**config.mk**
```make
export PLATFORM = sky130hd
export DESIGN_NAME = control_pipe
export DESIGN_NICKNAME = d
export VERILOG_FILES = /design/src/rtl/ctrl_pkg.sv /design/src/rtl/ctrl_decode.sv /design/src/rtl/control_pipe.sv
export SDC_FILE = /design/constraint.sdc
export NUM_CORES = 1
export LEC_CHECK = 0
export BUFFER_PORTS_ARGS = -buffer_cell sky130_fd_sc_hd__buf_4
export CORE_ASPECT_RATIO = 1.2
export CORE_MARGIN = 2
export CORE_UTILIZATION = 47
export CTS_CLUSTER_SIZE = 24
export DETAILED_ROUTE_END_ITERATION = 8
export GPL_TIMING_DRIVEN = 0
export PLACE_DENSITY = 0.81
export RECOVER_POWER = 50
export SLEW_MARGIN = 20
export SYNTH_ARGS = -nofsm -noshare
export SYNTH_HDL_FRONTEND = slang
export SYNTH_SLANG_ARGS = --single-unit
```
**constraint.sdc**
```tcl
create_clock -name clk -period 3.97 [get_ports clk]
set_input_delay 0.1985 -clock clk [delete_from_list [all_inputs] [get_ports clk]]
set_output_delay 0.1985 -clock clk [all_outputs]
set_load 0.05 [all_outputs]
```
**src/rtl/ctrl_pkg.sv**
```systemverilog
// Shared definitions for the pipelined main-control unit.
// Covers opcodes, bundle flag positions and the bubble value.
package ctrl_pkg;
    localparam logic [5:0] OP_RTYPE = 6'b000000;
    localparam logic [5:0] OP_LW    = 6'b100011;
    localparam logic [5:0] OP_SW    = 6'b101011;
    localparam logic [5:0] OP_BEQ   = 6'b000100;
    localparam logic [5:0] OP_BR2   = 6'b111110;
    localparam logic [5:0] OP_NOT   = 6'b111111;
    localparam logic [5:0] OP_J     = 6'b000010;

    // Flag positions inside the 8-bit flag byte that sits above ALUOp.
    localparam int FLAG_W          = 8;
    localparam int IDX_SALTOINCOND = 7;
    localparam int IDX_REGDEST     = 6;
    localparam int IDX_FUENTEALU   = 5;
    localparam int IDX_MEMAREG     = 4;
    localparam int IDX_ESCRREG     = 3;
    localparam int IDX_LEERMEM     = 2;
    localparam int IDX_ESCRMEM     = 1;
    localparam int IDX_SALTOCOND   = 0;

    localparam logic [FLAG_W-1:0] BUBBLE = '0;

    localparam logic [1:0] ALUOP_ADD = 2'b00;
    localparam logic [1:0] ALUOP_SUB = 2'b01;
    localparam logic [1:0] ALUOP_FN  = 2'b10;
endpackage

```
**src/rtl/ctrl_decode.sv**
```systemverilog
// Combinational opcode-to-control-bundle decoder.
// Unknown opcodes give the bubble and raise the illegal flag.
module ctrl_decode
    import ctrl_pkg::*;
#(
    parameter int OP_W    = 6,
    parameter int ALUOP_W = 2
) (
    input  logic                  valid,
    input  logic [OP_W-1:0]       op,
    output logic [FLAG_W+ALUOP_W-1:0] ctrl,
    output logic                  illegal
);
    logic [FLAG_W-1:0] flags;
    logic [1:0]        aluop;

    always_comb begin
        flags   = BUBBLE;
        aluop   = ALUOP_ADD;
        illegal = 1'b0;
        if (valid) begin
            case (op)
                OP_W'(OP_RTYPE): begin
                    flags[IDX_REGDEST] = 1'b1;
                    flags[IDX_ESCRREG] = 1'b1;
                    aluop              = ALUOP_FN;
                end
                OP_W'(OP_LW): begin
                    flags[IDX_FUENTEALU] = 1'b1;
                    flags[IDX_MEMAREG]   = 1'b1;
                    flags[IDX_ESCRREG]   = 1'b1;
                    flags[IDX_LEERMEM]   = 1'b1;
                end
                OP_W'(OP_SW): begin
                    flags[IDX_FUENTEALU] = 1'b1;
                    flags[IDX_ESCRMEM]   = 1'b1;
                end
                OP_W'(OP_BEQ), OP_W'(OP_BR2): begin
                    flags[IDX_SALTOCOND] = 1'b1;
                    aluop                = ALUOP_SUB;
                end
                OP_W'(OP_NOT): begin
                    flags[IDX_FUENTEALU] = 1'b1;
                    flags[IDX_ESCRREG]   = 1'b1;
                end
                OP_W'(OP_J): begin
                    flags[IDX_SALTOINCOND] = 1'b1;
                end
                default: illegal = 1'b1;
            endcase
        end
    end

    assign ctrl = {flags, ALUOP_W'(aluop)};
endmodule

```
**src/rtl/control_pipe.sv**
```systemverilog
// Pipelined main control: decodes in ID and carries the bundle through
// ID/EX, EX/MEM and MEM/WB with load-use stall and taken-branch flush.
module control_pipe
    import ctrl_pkg::*;
#(
    parameter int OP_W    = 6,
    parameter int REG_W   = 5,
    parameter int ALUOP_W = 2
) (
    input  logic               clk,
    input  logic               rst_n,
    input  logic               id_valid,
    input  logic [OP_W-1:0]    id_op,
    input  logic [REG_W-1:0]   id_rs,
    input  logic [REG_W-1:0]   id_rt,
    input  logic [REG_W-1:0]   ex_rt,
    input  logic               br_taken,
    output logic               id_jump,
    output logic               stall,
    output logic [ALUOP_W+1:0] ex_ctrl,
    output logic [2:0]         mem_ctrl,
    output logic [1:0]         wb_ctrl,
    output logic               illegal
);
    localparam int CTRL_W = FLAG_W + ALUOP_W;

    logic [CTRL_W-1:0] dec_ctrl;
    logic              dec_illegal;
    logic              hazard;

    // ID/EX drops the jump flag: it only matters in the decode cycle.
    logic [CTRL_W-2:0] idex_reg, idex_next;
    logic              idex_ill_reg, idex_ill_next;
    logic [4:0]        exmem_reg, exmem_next;
    logic [1:0]        memwb_reg, memwb_next;

    ctrl_decode #(
        .OP_W    (OP_W),
        .ALUOP_W (ALUOP_W)
    ) u_decode (
        .valid   (id_valid),
        .op      (id_op),
        .ctrl    (dec_ctrl),
        .illegal (dec_illegal)
    );

    assign hazard = idex_reg[ALUOP_W+IDX_LEERMEM] & idex_reg[ALUOP_W+IDX_ESCRREG]
                  & (ex_rt != '0) & ((ex_rt == id_rs) | (ex_rt == id_rt)) & id_valid;

    // Flush outranks the stall, so a flushed cycle never reports a stall.
    assign stall   = hazard & ~br_taken;
    assign id_jump = dec_ctrl[ALUOP_W+IDX_SALTOINCOND] & ~hazard & ~br_taken;

    always_comb begin
        idex_next     = dec_ctrl[CTRL_W-2:0];
        idex_ill_next = dec_illegal;
        if (br_taken || hazard) begin
            idex_next     = '0;
            idex_ill_next = 1'b0;
        end
        exmem_next = br_taken ? 5'b0 :
                     {idex_reg[ALUOP_W+IDX_LEERMEM], idex_reg[ALUOP_W+IDX_ESCRMEM],
                      idex_reg[ALUOP_W+IDX_SALTOCOND], idex_reg[ALUOP_W+IDX_MEMAREG],
                      idex_reg[ALUOP_W+IDX_ESCRREG]};
        memwb_next = exmem_reg[1:0];
    end

    always_ff @(posedge clk) begin
        if (!rst_n) begin
            idex_reg     <= '0;
            idex_ill_reg <= 1'b0;
            exmem_reg    <= '0;
            memwb_reg    <= '0;
        end else begin
            idex_reg     <= idex_next;
            idex_ill_reg <= idex_ill_next;
            exmem_reg    <= exmem_next;
            memwb_reg    <= memwb_next;
        end
    end

    assign ex_ctrl  = {idex_reg[ALUOP_W+IDX_REGDEST], idex_reg[ALUOP_W+IDX_FUENTEALU],
                       idex_reg[ALUOP_W-1:0]};
    assign mem_ctrl = exmem_reg[4:2];
    assign wb_ctrl  = memwb_reg;
    assign illegal  = idex_ill_reg;
endmodule

```
**After elaboration in Yosys (flattened, before gate mapping)**

Cells that the tools add are included.

- Register bits after elaboration: 17
- Bits in latches: 0
- Bits in writable memories: 0
- Memory bits (read-only): 0
- Bits of input ports: 25
- Output and inout bits: 12
- Logic and storage cells: 43
- Memories: 0

- $add $sub $neg: 0
- Multiply operators: 0
- Div/mod/pow operators: 0
- $lt $le $gt $ge: 0
- Equality and inequality tests: 8
- Shift-type cells: 0
- Mux-type cells: 10
- Bitwise logic cells: 12
- Reductions and logical operators: 9

Operator list:

| cell | count |
|---|---|
| equality test 6 bit, second input constant | 4 |
| equality test 5 bit | 2 |
| OR reduction 3 bit | 3 |
| 2-to-1 mux 1 bit | 8 |
| 2-to-1 mux 8 bit | 1 |
| AND 1 bit | 7 |
| OR reduction 7 bit | 1 |
| equality test 6 x 2 -> 1 bit, second input constant | 1 |
| equality test 6 x 3 -> 1 bit, second input constant | 1 |
| logical NOT 6 bit | 1 |
| nonzero test 5 bit | 1 |
| inverter 1 bit | 4 |
| one-hot mux 2 bit (2 select lines) | 1 |
| OR reduction 2 bit | 2 |
| logical OR 1 bit | 1 |
| bitwise OR 1 bit | 1 |

**Depth between registers and ports, before layout**

Gate-level depths: netlist of run 1.

- Depth in word-level cells: 7
- Gate-level depth with buffers: 6
- Depth with buffers taken out: 5

**Cells and area by module**

From an unflattened synthesis of run 1, not the netlist that was laid out.

- Cells, all modules: 103
- Area total of the unflattened synthesis: 877.1 sq um

By module, submodules not included:

| module | instances | cells an instance | area each (sq um) | seq. area each (sq um) |
|---|---|---|---|---|
| control_pipe | 1 | 77 | 709.4 | 340.3 |
| ctrl_decode | 1 | 26 | 167.7 | 0.0 |

**Least setup slack after synthesis of run 1**

OpenSTA, ideal clock, no wires.

- Kind: input port to output port
- Start: in ex_rt[1]
- End: out id_jump
- Data arrival time: 2.064 ns
- Data required time: 3.772 ns
- Path slack: 1.707 ns
- Stages on the path: 5
- Path buffers: 1
- Path through: or4_1 o2111ai_2 a21oi_2 buf_6 nor4_2

- Longest elaborated chain between the ends: 7
- Elaborated cells on any way between the ends: 10
- Those cells by class: 2 x eq/ne; 7 x bitwise; 1 x reduce/logical

Ends and longest elaborated chain:

| what | RTL line | RTL |
|---|---|---|
| from (decl) | control_pipe.sv:16 | `input logic [REG_W-1:0] ex_rt,` |
| equality test 5 bit or nonzero test 5 bit (tied branches) | control_pipe.sv:48 | `& (ex_rt != '0) & ((ex_rt == id_rs) \| (ex_rt == id_rt)) & id_valid;` |
| bitwise OR 1 bit or AND 1 bit (tied branches) | control_pipe.sv:48 |  |
| AND 1 bit * (2 in a row) | control_pipe.sv:48 |  |
| inverter 1 bit * | control_pipe.sv:52 | `assign id_jump = dec_ctrl[ALUOP_W+IDX_SALTOINCOND] & ~hazard & ~br_taken;` |
| AND 1 bit * (2 in a row) | control_pipe.sv:52 |  |
| to (decl) | control_pipe.sv:18 | `output logic id_jump,` |

Every way passes the cells marked *; elsewhere a longest branch is shown, timed or not.

**Worst setup path after layout of run 1**

Ends and elaborated chain as after synthesis.

==> results_dict.tcl, run 1 <==
set metrics [dict create \
    viasPerCell 4.92 \
    layout-drive-gt1-share_pct 37.0 \
    vdd_drop_max_mv 0.213 \
    drc 0 \
    avgSynthCellArea_um2 9.56 \
    required_ps 3770 \
    synth_top_area_cell "dfxtp_1" \
    ys_async_sr_fraction_pct 0 \
    grt_pass1_vias 634 \
    place.detailed.hpwl_um 1390 \
    setup_viol 0 \
    reg2reg_from "idex_reg[5]" \
    fin_nets 145 \
    num_rows 15 \
    synth_edf_count 0 \
    firstDrtPassIters 4 \
    r2r-end "idex_reg[2]" \
    switchingPower_uw 72.1 \
    p_leak_uw 0.000418 \
    diodes 0 \
    yosys.cell_count.top_type "dfxtp_1" \
    io_buffer_count 35 \
    wl_met1_um 717 \
    clockBufferDepth 2 \
    drv_slew 0 \
    postRouteAntennaNets 0 \
    io_pins 37 \
    yosys_register_bits 15 \
    rsz0062_at_grt "no" \
    power_frac_comb_pct 17.2 \
    cp-endpoint "id_jump" \
    dr_wl_met2_um 870 \
    vias 669 \
    fp.dieH_um 48.2 \
    worstPathMaxFanout 10 \
    antenna_found_initial 0 \
    p_int_uw 213 \
    syn_inst 80 \
    routed_wire_length_per_instance_um 12.3 \
    hold_violations 0 \
    seqPwrFrac_pct 53.1 \
    ys_warn_count 0 \
    setup_ws_ps 2010 \
    synth_top_area_share_pct 39.3 \
    fillers 127 \
    postCtsSetupBuffers 0 \
    clk_latency_ps 280 \
    totalWireLength_um 1680 \
    slew_headroom_pct 60.4 \
    synth.distinct_cells 26 \
    largest_reg_flops 8 \
    grt_pass1_wl_um 2630 \
    timing.final.crit_period_ps 1960 \
    gr-usage-all-layers_pct 20.0 \
    cts_resized 0 \
    synth_commonest_cells "15 x dfxtp_1, 7 x buf_4, 6 x and2_1, 6 x xor2_1, 5 x nand2_1" \
    p_sw_share_pct 25.3 \
    hp-class "input port to flop" \
    syn_nets 105 \
    worstMarginPinSlew_ps 597 \
    ys_seq_area_share_pct 39.3 \
    synth_ff_type "dfxtp_1" \
    worstSetupPathType "input port to primary output" \
    ff2ff_setup_slack_ps 2960 \
    syn-cell-area_um2 764 \
    root_buffer "clkbuf_4" \
    end_kind "primary output" \
    place_ws_ps 1990 \
    period_share_pct 49.3 \
    clock_skew_ps 4.81 \
    cts_buffers 3 \
    top_layer "met3" \
    finalSetupTns_ps 0 \
    arrival_ps 1760 \
    critPathLaunchType "input port" \
    clock_sinks 15 \
    drt_iter0_markers 6 \
    cts_hold_buf 0 \
    powerDensity_nw_per_um2 272 \
    met3_length_um 90 \
    gp_congestion 0.730 \
    grt_max_degree 11 \
    cts_tree "done" \
    dieArea_um2 1970 \
    core_um2 1480 \
    power_frac_clock_pct 29.8 \
    final_util_pct 70.5 \
    max_cap_viol_count 0 \
    synth_area_leaders "dfxtp_1 39%, buf_4 6.9%, xor2_1 6.9%" \
    path_clk_slew_ps 90 \
    maxClockFrequency_mhz 511 \
    area_growth_pct 36.8 \
    status "finished clean" \
    die_x_um 40.8 \
    rr_worst_depth 4 \
    h-tree-depth 1 \
    crit_path_start "ex_rt[1]" \
    start_util_pct 51.6 \
    grt-ovfl-total 0 \
]
-- area by class of cell --
class / instances / area, um2 / area share (%)
Buffer: 9 / 67.6 / 6.46
Clock inverter: 1 / 5.00 / 0.478
Clock buffer: 3 / 22.5 / 2.15
Multi-Input combinational cell: 56 / 397 / 37.9
Timing Repair Buffer: 35 / 233 / 22.2
Tap cell: 17 / 21.3 / 2.03
Sequential cell: 15 / 300 / 28.7
-- cell families (layout without fill, tap and decap cells) --
logic type             after synthesis  after routing  synth area share, %
AND/OR/NAND/NOR                     38             38                 28.8
XOR/XNOR                            10             10                 11.5
flip-flops                          15             15                 39.3
buffers and inverters                9             48                 8.84
AO/OA/AOI/OAI                        8              8                 11.6
-- how the worst min path moves through the flow --
stage	startpoint	to	slack, ps	cells past startpoint
detailed placement	idex_reg[3]	exmem_reg[3]	420	1
floorplan	rst_n	wb_ctrl[0]	320	1
finish	rst_n	wb_ctrl[0]	130	2
CTS	rst_n	wb_ctrl[0]	120	2
global route	rst_n	wb_ctrl[1]	130	2
global placement	exmem_reg[0]	wb_ctrl[0]	420	1
-- placed cells by master, fill, tap and decap left out, drive strengths merged, types with 3 or more instances in the layout --
| cell type | n |
|---|---|
| and2 | 6 |
| nor4 | 6 |
| nor2 | 4 |
| a21oi | 3 |
| dfxtp | 15 |
| nor3 | 4 |
| nand3 | 4 |
| clkbuf | 12 |
| xnor2 | 4 |
| nand2 | 5 |
| xor2 | 6 |
| buf | 35 |
-- power groups by stage --
| stage | clock network (uW) | logic (uW) | registers (uW) |
|---|---|---|---|
| after global placement | 0 | 48.0 | 155 |
| after global routing | 98.5 | 53.3 | 151 |
| after CTS | 87.7 | 49.9 | 151 |
| after detailed placement | 0 | 49.8 | 155 |
| final | 84.8 | 48.9 | 151 |
| after floorplan | 0 | 19.3 | 156 |
-- metal layers --
| layer | track usage, % | up-vias |
|---|---|---|
| li1 | - | 355 |
| met1 | 22.8 | 293 |
| met2 | 35.3 | 21 |
| met3 | 5.48 | 0 |
| met4 | 6.00 | 0 |
| met5 | 0 | - |
-- per-stage QoR --
| stage | total power [uW] | hold slack (ps) | cells | instance area (um2) |
|---|---|---|---|---|
| 3_3_place_gp | 203 | 416 | 132 | 1050 |
| 3_5_place_dp | 205 | 417 | 132 | 1050 |
| 2_1_floorplan | 176 | 320 | 80 | 764 |
| 6_report | 285 | 134 | 136 | 1050 |
| 5_1_grt | 303 | 127 | 136 | 1050 |
| 4_1_cts | 289 | 122 | 136 | 1080 |
-- critical path, stage by stage --
cell and delay, ps:
buf_4 130, or4_1 540, o2111ai_2 200, a21oi_2 70
buf_6 150, nor4_2 240, buf_4 230
Power figures use the tool's default switching activity.
==> run 2, diff against run 1 <==
--- a/config.mk
+++ b/config.mk
@@ -5,14 +5,15 @@
 export SDC_FILE = /design/constraint.sdc
 export NUM_CORES = 1
 export LEC_CHECK = 0
+export ABC_AREA = 1
 export BUFFER_PORTS_ARGS = -buffer_cell sky130_fd_sc_hd__buf_4
 export CORE_ASPECT_RATIO = 1.2
 export CORE_MARGIN = 2
-export CORE_UTILIZATION = 47
+export CORE_UTILIZATION = 45
 export CTS_CLUSTER_SIZE = 24
 export DETAILED_ROUTE_END_ITERATION = 8
 export GPL_TIMING_DRIVEN = 0
-export PLACE_DENSITY = 0.81
+export PLACE_DENSITY = 0.78
 export RECOVER_POWER = 50
 export SLEW_MARGIN = 20
 export SYNTH_ARGS = -nofsm -noshare
==> constraint.sdc (replaced) <==
create_clock -name clk -period 2 [get_ports clk]
set_input_delay 0.1 -clock clk [delete_from_list [all_inputs] [get_ports clk]]
set_output_delay 0.1 -clock clk [all_outputs]
set_load 0.05 [all_outputs]
==> run 2 against run 1 <==
Compared with the run above:
- first-iteration DRC count grew 67%
- via count grew 27%
- setup slack lost 1300 ps
- register-to-register slack lost 2000 ps
- power grew 98%
- clock power grew 95%
- die area grew 8.1%
- synthesized cell count grew 60%
- worst hold slack lost 120 ps
- largest cell class unchanged
- largest power group unchanged
==> results_dict.tcl, run 2 <==
set metrics [dict create \
    status "finished clean" \
    h-tree-depth 1 \
    totalWireLength_um 1600 \
    setup_ws_ps 757 \
    cts_hold_buf 0 \
    vdd_drop_max_mv 0.335 \
    cts_buffers 3 \
    multiInputGateArea_um2 333 \
    viasPerCell 4.55 \
    synth_area_leaders "dfxtp_1 38%, nor2_1 15%, nand2_1 14%" \
    end_kind "primary output" \
    period_share_pct 62.2 \
    critical_path.cell_chain "nand4_1 > inv_1 > nand2_1 > nor2_1 > buf_4" \
    clock_sinks 15 \
    setup_viol 0 \
    root_buffer "clkbuf_4" \
    layout-drive-gt1-share_pct 27.4 \
    grt_pass1_vias 754 \
    ys_async_sr_fraction_pct 0 \
    postRouteAntennaNets 0 \
    diodes 0 \
    path_clk_slew_ps 90 \
    synth_top_area_share_pct 37.7 \
    seq_area_um2 300 \
    design_area_um2 1100 \
    cts_tree "done" \
    worstPathMaxFanout 2 \
    gr-usage-all-layers_pct 17.4 \
    yosys_register_bits 15 \
    drc 0 \
    holdPathStages 3 \
    fp.dieH_um 50.1 \
    clock_skew_ps 7.42 \
    drt_iter0_markers 10 \
    dieArea_um2 2130 \
    worstSetupPathType "flop to primary output" \
    fillers 173 \
    io_pins 37 \
    synth_edf_count 0 \
    worstMarginPinSlew_ps 597 \
    critPathLaunchType "flop" \
    fin_nets 194 \
    synth_ff_type "dfxtp_1" \
    hp-class "input port to flop" \
    routed_wire_length_per_instance_um 8.62 \
    hold_violations 0 \
    antenna_found_initial 0 \
    grt_max_degree 10 \
    p_leak_uw 0.000636 \
    drv_slew 0 \
    area_growth_pct 37.5 \
    place_ws_ps 834 \
    rr_worst_depth 5 \
    final_common_cell "buf_4" \
    gp_congestion 0.746 \
    largest_reg_flops 8 \
    io_buffer_count 36 \
    avgSynthCellArea_um2 6.23 \
    vias 847 \
    ys_warn_count 0 \
    stdcell_count 186 \
    placed_area_um2 1090 \
    synth_commonest_cells "31 x nor2_1, 29 x nand2_1, 25 x inv_1, 15 x dfxtp_1, 7 x buf_4" \
    clockBufferDepth 2 \
    firstDrtPassIters 4 \
    powerDensity_nw_per_um2 515 \
    start_util_pct 48.6 \
    max_stage_delay_ps 340 \
    grt_pass1_wl_um 2860 \
    crit_slowest_cell "dfxtp_1" \
    synth_top_area_cell "dfxtp_1" \
    mostFrequentLayoutCells "40 x buf_4, 31 x nand2_1, 31 x nor2_1, 25 x inv_1, 15 x dfxtp_1" \
    yosys.cell_count.top_type "nor2_1" \
    die_x_um 42.4 \
    final_util_pct 66.8 \
    timing.final.crit_period_ps 1240 \
    place.detailed.hpwl_um 1400 \
    cts_resized 0 \
    syn_nets 153 \
    clk_latency_ps 280 \
    postCtsSetupBuffers 0 \
    core_um2 1640 \
    max_cap_viol_count 0 \
    syn-cell-area_um2 797 \
    arrival_ps 1140 \
    slew_headroom_pct 60.4 \
    dp.cells 182 \
    synth.distinct_cells 14 \
    finalSetupTns_ps 0 \
    syn_inst 128 \
    maxClockFrequency_mhz 804 \
    grt-ovfl-total 0 \
    rsz0062_at_grt "no" \
    ys_seq_area_share_pct 37.7 \
    required_ps 1900 \
    num_rows 16 \
]
==> run 2: cell types whose count changed after synthesis, sizes merged, moves of 6 or more <==
cell | before | now
xor2 | 6 | 0
nor2 | 4 | 31
and2 | 6 | 0
nor4 | 6 | 0
nand2 | 5 | 31
inv | 0 | 27
==> run 2: kinds of logic (layout without fill, tap and decap cells) <==
kind of cell,after synthesis,count (layout),synth area share [%]
AO/OA/AOI/OAI,3,3,1.88
XOR/XNOR,2,2,2.20
AND/OR/NAND/NOR,74,74,38.9
buffers and inverters,34,74,19.3
flip-flops,15,15,37.7
==> run 2: worst max-delay path, delay by kind of cell, from the launching register on <==
family        cells  cell delay [ps]
buf+inv           2              280
flops             1              340
simple gates      3              250
==> run 2: area by class of cell <==
| cell class | count | area share, % |
|---|---|---|
| multi-input cells | 79 | 30.4 |
| clock buffers | 3 | 2.05 |
| well taps | 18 | 2.05 |
| inverters | 27 | 9.25 |
| clock inverters | 1 | 0.457 |
| repair buffers | 36 | 23.6 |
| flip-flops and latches | 15 | 27.4 |
| plain buffers | 7 | 4.79 |
==> run 2: worst paths after layout <==
path	startpoint	end	slack, ps
max	idex_reg[5]	stall	760
min	rst_n	wb_ctrl[1]	10
min reg2reg	exmem_reg[0]	wb_ctrl[0]	410
max reg2reg	idex_reg[5]	idex_reg[3]	990
==> run 2: power by group <==
group          internal [uW]  switching (uW)
clock                   74.1            90.9
sequential               300           0.383
combinational           49.5            50.2
total                    423             142
==> run 2: metal layers <==
metal  GRT usage (%)  part of all wire [%]  vias up
met4            6.25                  0.87        0
met1            18.4                    40      367
met2            32.3                    53       25
met5               0                     0        -
met3            4.76                   5.7        2
li1                -                     -      453
==> run 2: stage by stage <==
step	hold slack, ps	total power, uW
after floorplan	193	354
after global placement	299	406
after detailed placement	305	410
after CTS	7.89	575
after global routing	5.63	602
final	14.1	565
==> run 3, diff against run 2 <==
--- a/config.mk
+++ b/config.mk
@@ -9,11 +9,11 @@
 export BUFFER_PORTS_ARGS = -buffer_cell sky130_fd_sc_hd__buf_4
 export CORE_ASPECT_RATIO = 1.2
 export CORE_MARGIN = 2
-export CORE_UTILIZATION = 45
+export CORE_UTILIZATION = 40
 export CTS_CLUSTER_SIZE = 24
 export DETAILED_ROUTE_END_ITERATION = 8
 export GPL_TIMING_DRIVEN = 0
-export PLACE_DENSITY = 0.78
+export PLACE_DENSITY = 0.73
 export RECOVER_POWER = 50
 export SLEW_MARGIN = 20
 export SYNTH_ARGS = -nofsm -noshare
==> constraint.sdc (replaced) <==
create_clock -name clk -period 1.12 [get_ports clk]
set_input_delay 0.056 -clock clk [delete_from_list [all_inputs] [get_ports clk]]
set_output_delay 0.056 -clock clk [all_outputs]
set_load 0.05 [all_outputs]
==> run 3 against run 2 <==
Compared with the run above:
- flip-flop and latch count stayed put
- worst hold slack gained 85 ps
- register-to-register slack worse by 860 ps
- the flow now finishes with violations (setup timing)
- via count up 1.1%
- critical path type unchanged
- largest power group unchanged
==> results_dict.tcl, run 3 (synthesized netlist as in run 2, its figures left out) <==
set metrics [dict create \
    max_stage_delay_ps 330 \
    critical_path.cell_chain "nand4_1 > inv_2 > nand2_4 > nor2_4 > buf_8" \
    design_area_um2 1160 \
    layout-drive-gt1-share_pct 33.1 \
    core_um2 1850 \
    totalWireLength_um 1780 \
    setup_ws_ps -61.1 \
    timing.final.crit_period_ps 1180 \
    drv_slew 0 \
    drc 0 \
    num_rows 17 \
    powerDensity_nw_per_um2 887 \
    hp-class "input port to flop" \
    largest_reg_flops 8 \
    cts_buffers 3 \
    fp.dieH_um 52.9 \
    final_common_cell "buf_4" \
    placed_area_um2 1100 \
    slew_headroom_pct 81.6 \
    final_util_pct 62.9 \
    arrival_ps 1130 \
    fin_nets 198 \
    antenna_found_initial 0 \
    viasPerCell 4.48 \
    gr-usage-all-layers_pct 17.8 \
    gp_congestion 0.764 \
    routed_wire_length_per_instance_um 9.31 \
    p_leak_uw 0.000674 \
    maxClockFrequency_mhz 847 \
    area_growth_pct 46.0 \
    crit_slowest_cell "dfxtp_2" \
    hold_violations 0 \
    period_share_pct 105 \
    required_ps 1060 \
    place.detailed.hpwl_um 1430 \
    dieArea_um2 2370 \
    grt_pass1_vias 781 \
    worst-path-buf-inv 2 \
    diodes 0 \
    path_clk_slew_ps 80 \
    vias 856 \
    grt-ovfl-total 0 \
    postRouteAntennaNets 0 \
    grt_max_degree 10 \
    critPathLaunchType "flop" \
    io_buffer_count 36 \
    violations "setup timing" \
    end_kind "primary output" \
    root_buffer "clkbuf_4" \
    clock_sinks 15 \
    clockBufferDepth 2 \
    worstSetupPathType "flop to primary output" \
    setup_viol 2 \
    rsz0062_at_grt "yes" \
    grt_pass1_wl_um 3020 \
    cp_top_family "flip-flops" \
    mostFrequentLayoutCells "38 x buf_4, 30 x nor2_1, 29 x nand2_1, 24 x inv_1, 13 x dfxtp_1" \
    die_x_um 44.8 \
    drt_iter0_markers 9 \
    firstDrtPassIters 6 \
    clk_latency_ps 280 \
    clock_skew_ps 0.928 \
    io_pins 37 \
    h-tree-depth 1 \
    status "finished, violations left" \
    vdd_drop_max_mv 0.775 \
    cts_tree "done" \
    worstPathMaxFanout 2 \
    worstMarginPinSlew_ps 277 \
    max_cap_viol_count 0 \
    start_util_pct 43.1 \
]
-- run 3: metal layers --
| layer | vias to the layer above | wire length, um | GRT usage (%) |
|---|---|---|---|
| met3 | 5 | 64 | 3.07 |
| li1 | 463 | - | - |
| met2 | 21 | 972 | 33.6 |
| met4 | 0 | 44 | 9.09 |
| met5 | - | 0 | 0 |
| met1 | 367 | 696 | 18.1 |
-- run 3: repair_timing --
action | 4_1_cts | 5_1_grt
gates resized for setup | 7 | 1
endpoints found under the setup margin | 2 | 2
gates cloned | 0 | 0
pin swaps | 3 | 2
hold endpoints to repair | 2 | 0
hold buffers | 1 | 0
setup buffers | 1 | 2
-- run 3: power breakdown --
part           total (uW)  switching [uW]  internal, uW
logic                 187            95.5          91.3
registers             536           0.666           535
clock network         309             170           138
total                1030             267           765
-- run 3: worst register-to-register path: stages, from the launching register on --
cell     delay (ps)
dfxtp_2         330
nand4_1         100
inv_2           100
nand2_4          70
buf_4           150
nand2_4          90
nor2_1           50
-- run 3: cell type report --
| class | count | area, um2 |
|---|---|---|
| Timing Repair Buffer | 40 | 298 |
| Clock buffer | 4 | 26.3 |
| Multi-Input combinational cell | 79 | 359 |
| Tap cell | 19 | 23.8 |
| Sequential cell | 15 | 303 |
| Buffer | 7 | 52.6 |
| Fill cell | 196 | 687 |
| Inverter | 27 | 101 |
-- run 3: path summary, 6_finish.rpt --
path | startpoint | endpoint | slack [ps] | depth (start not counted)
hold reg to reg | idex_reg[3] | exmem_reg[3] | 410 | 2
setup reg to reg | idex_reg[6] | idex_reg[2] | 130 | 6
setup / recovery | idex_reg[6] | stall | -60 | 5
hold / removal | id_op[4] | idex_reg[6] | 100 | 4
-- run 3: metrics by stage --
step | setup WS [ps] | total power, uW | cells | hold WS (ps) | TNS [ps]
finish | -61.1 | 1030 | 191 | 99.1 | -73.5
CTS | -86.4 | 1040 | 189 | 96.3 | -107
global placement | 72.9 | 726 | 183 | 257 | 0
global route | -137 | 1080 | 191 | 110 | -705
detailed placement | 57.1 | 733 | 183 | 263 | 0
floorplan | 75.9 | 633 | 128 | 149 | 0
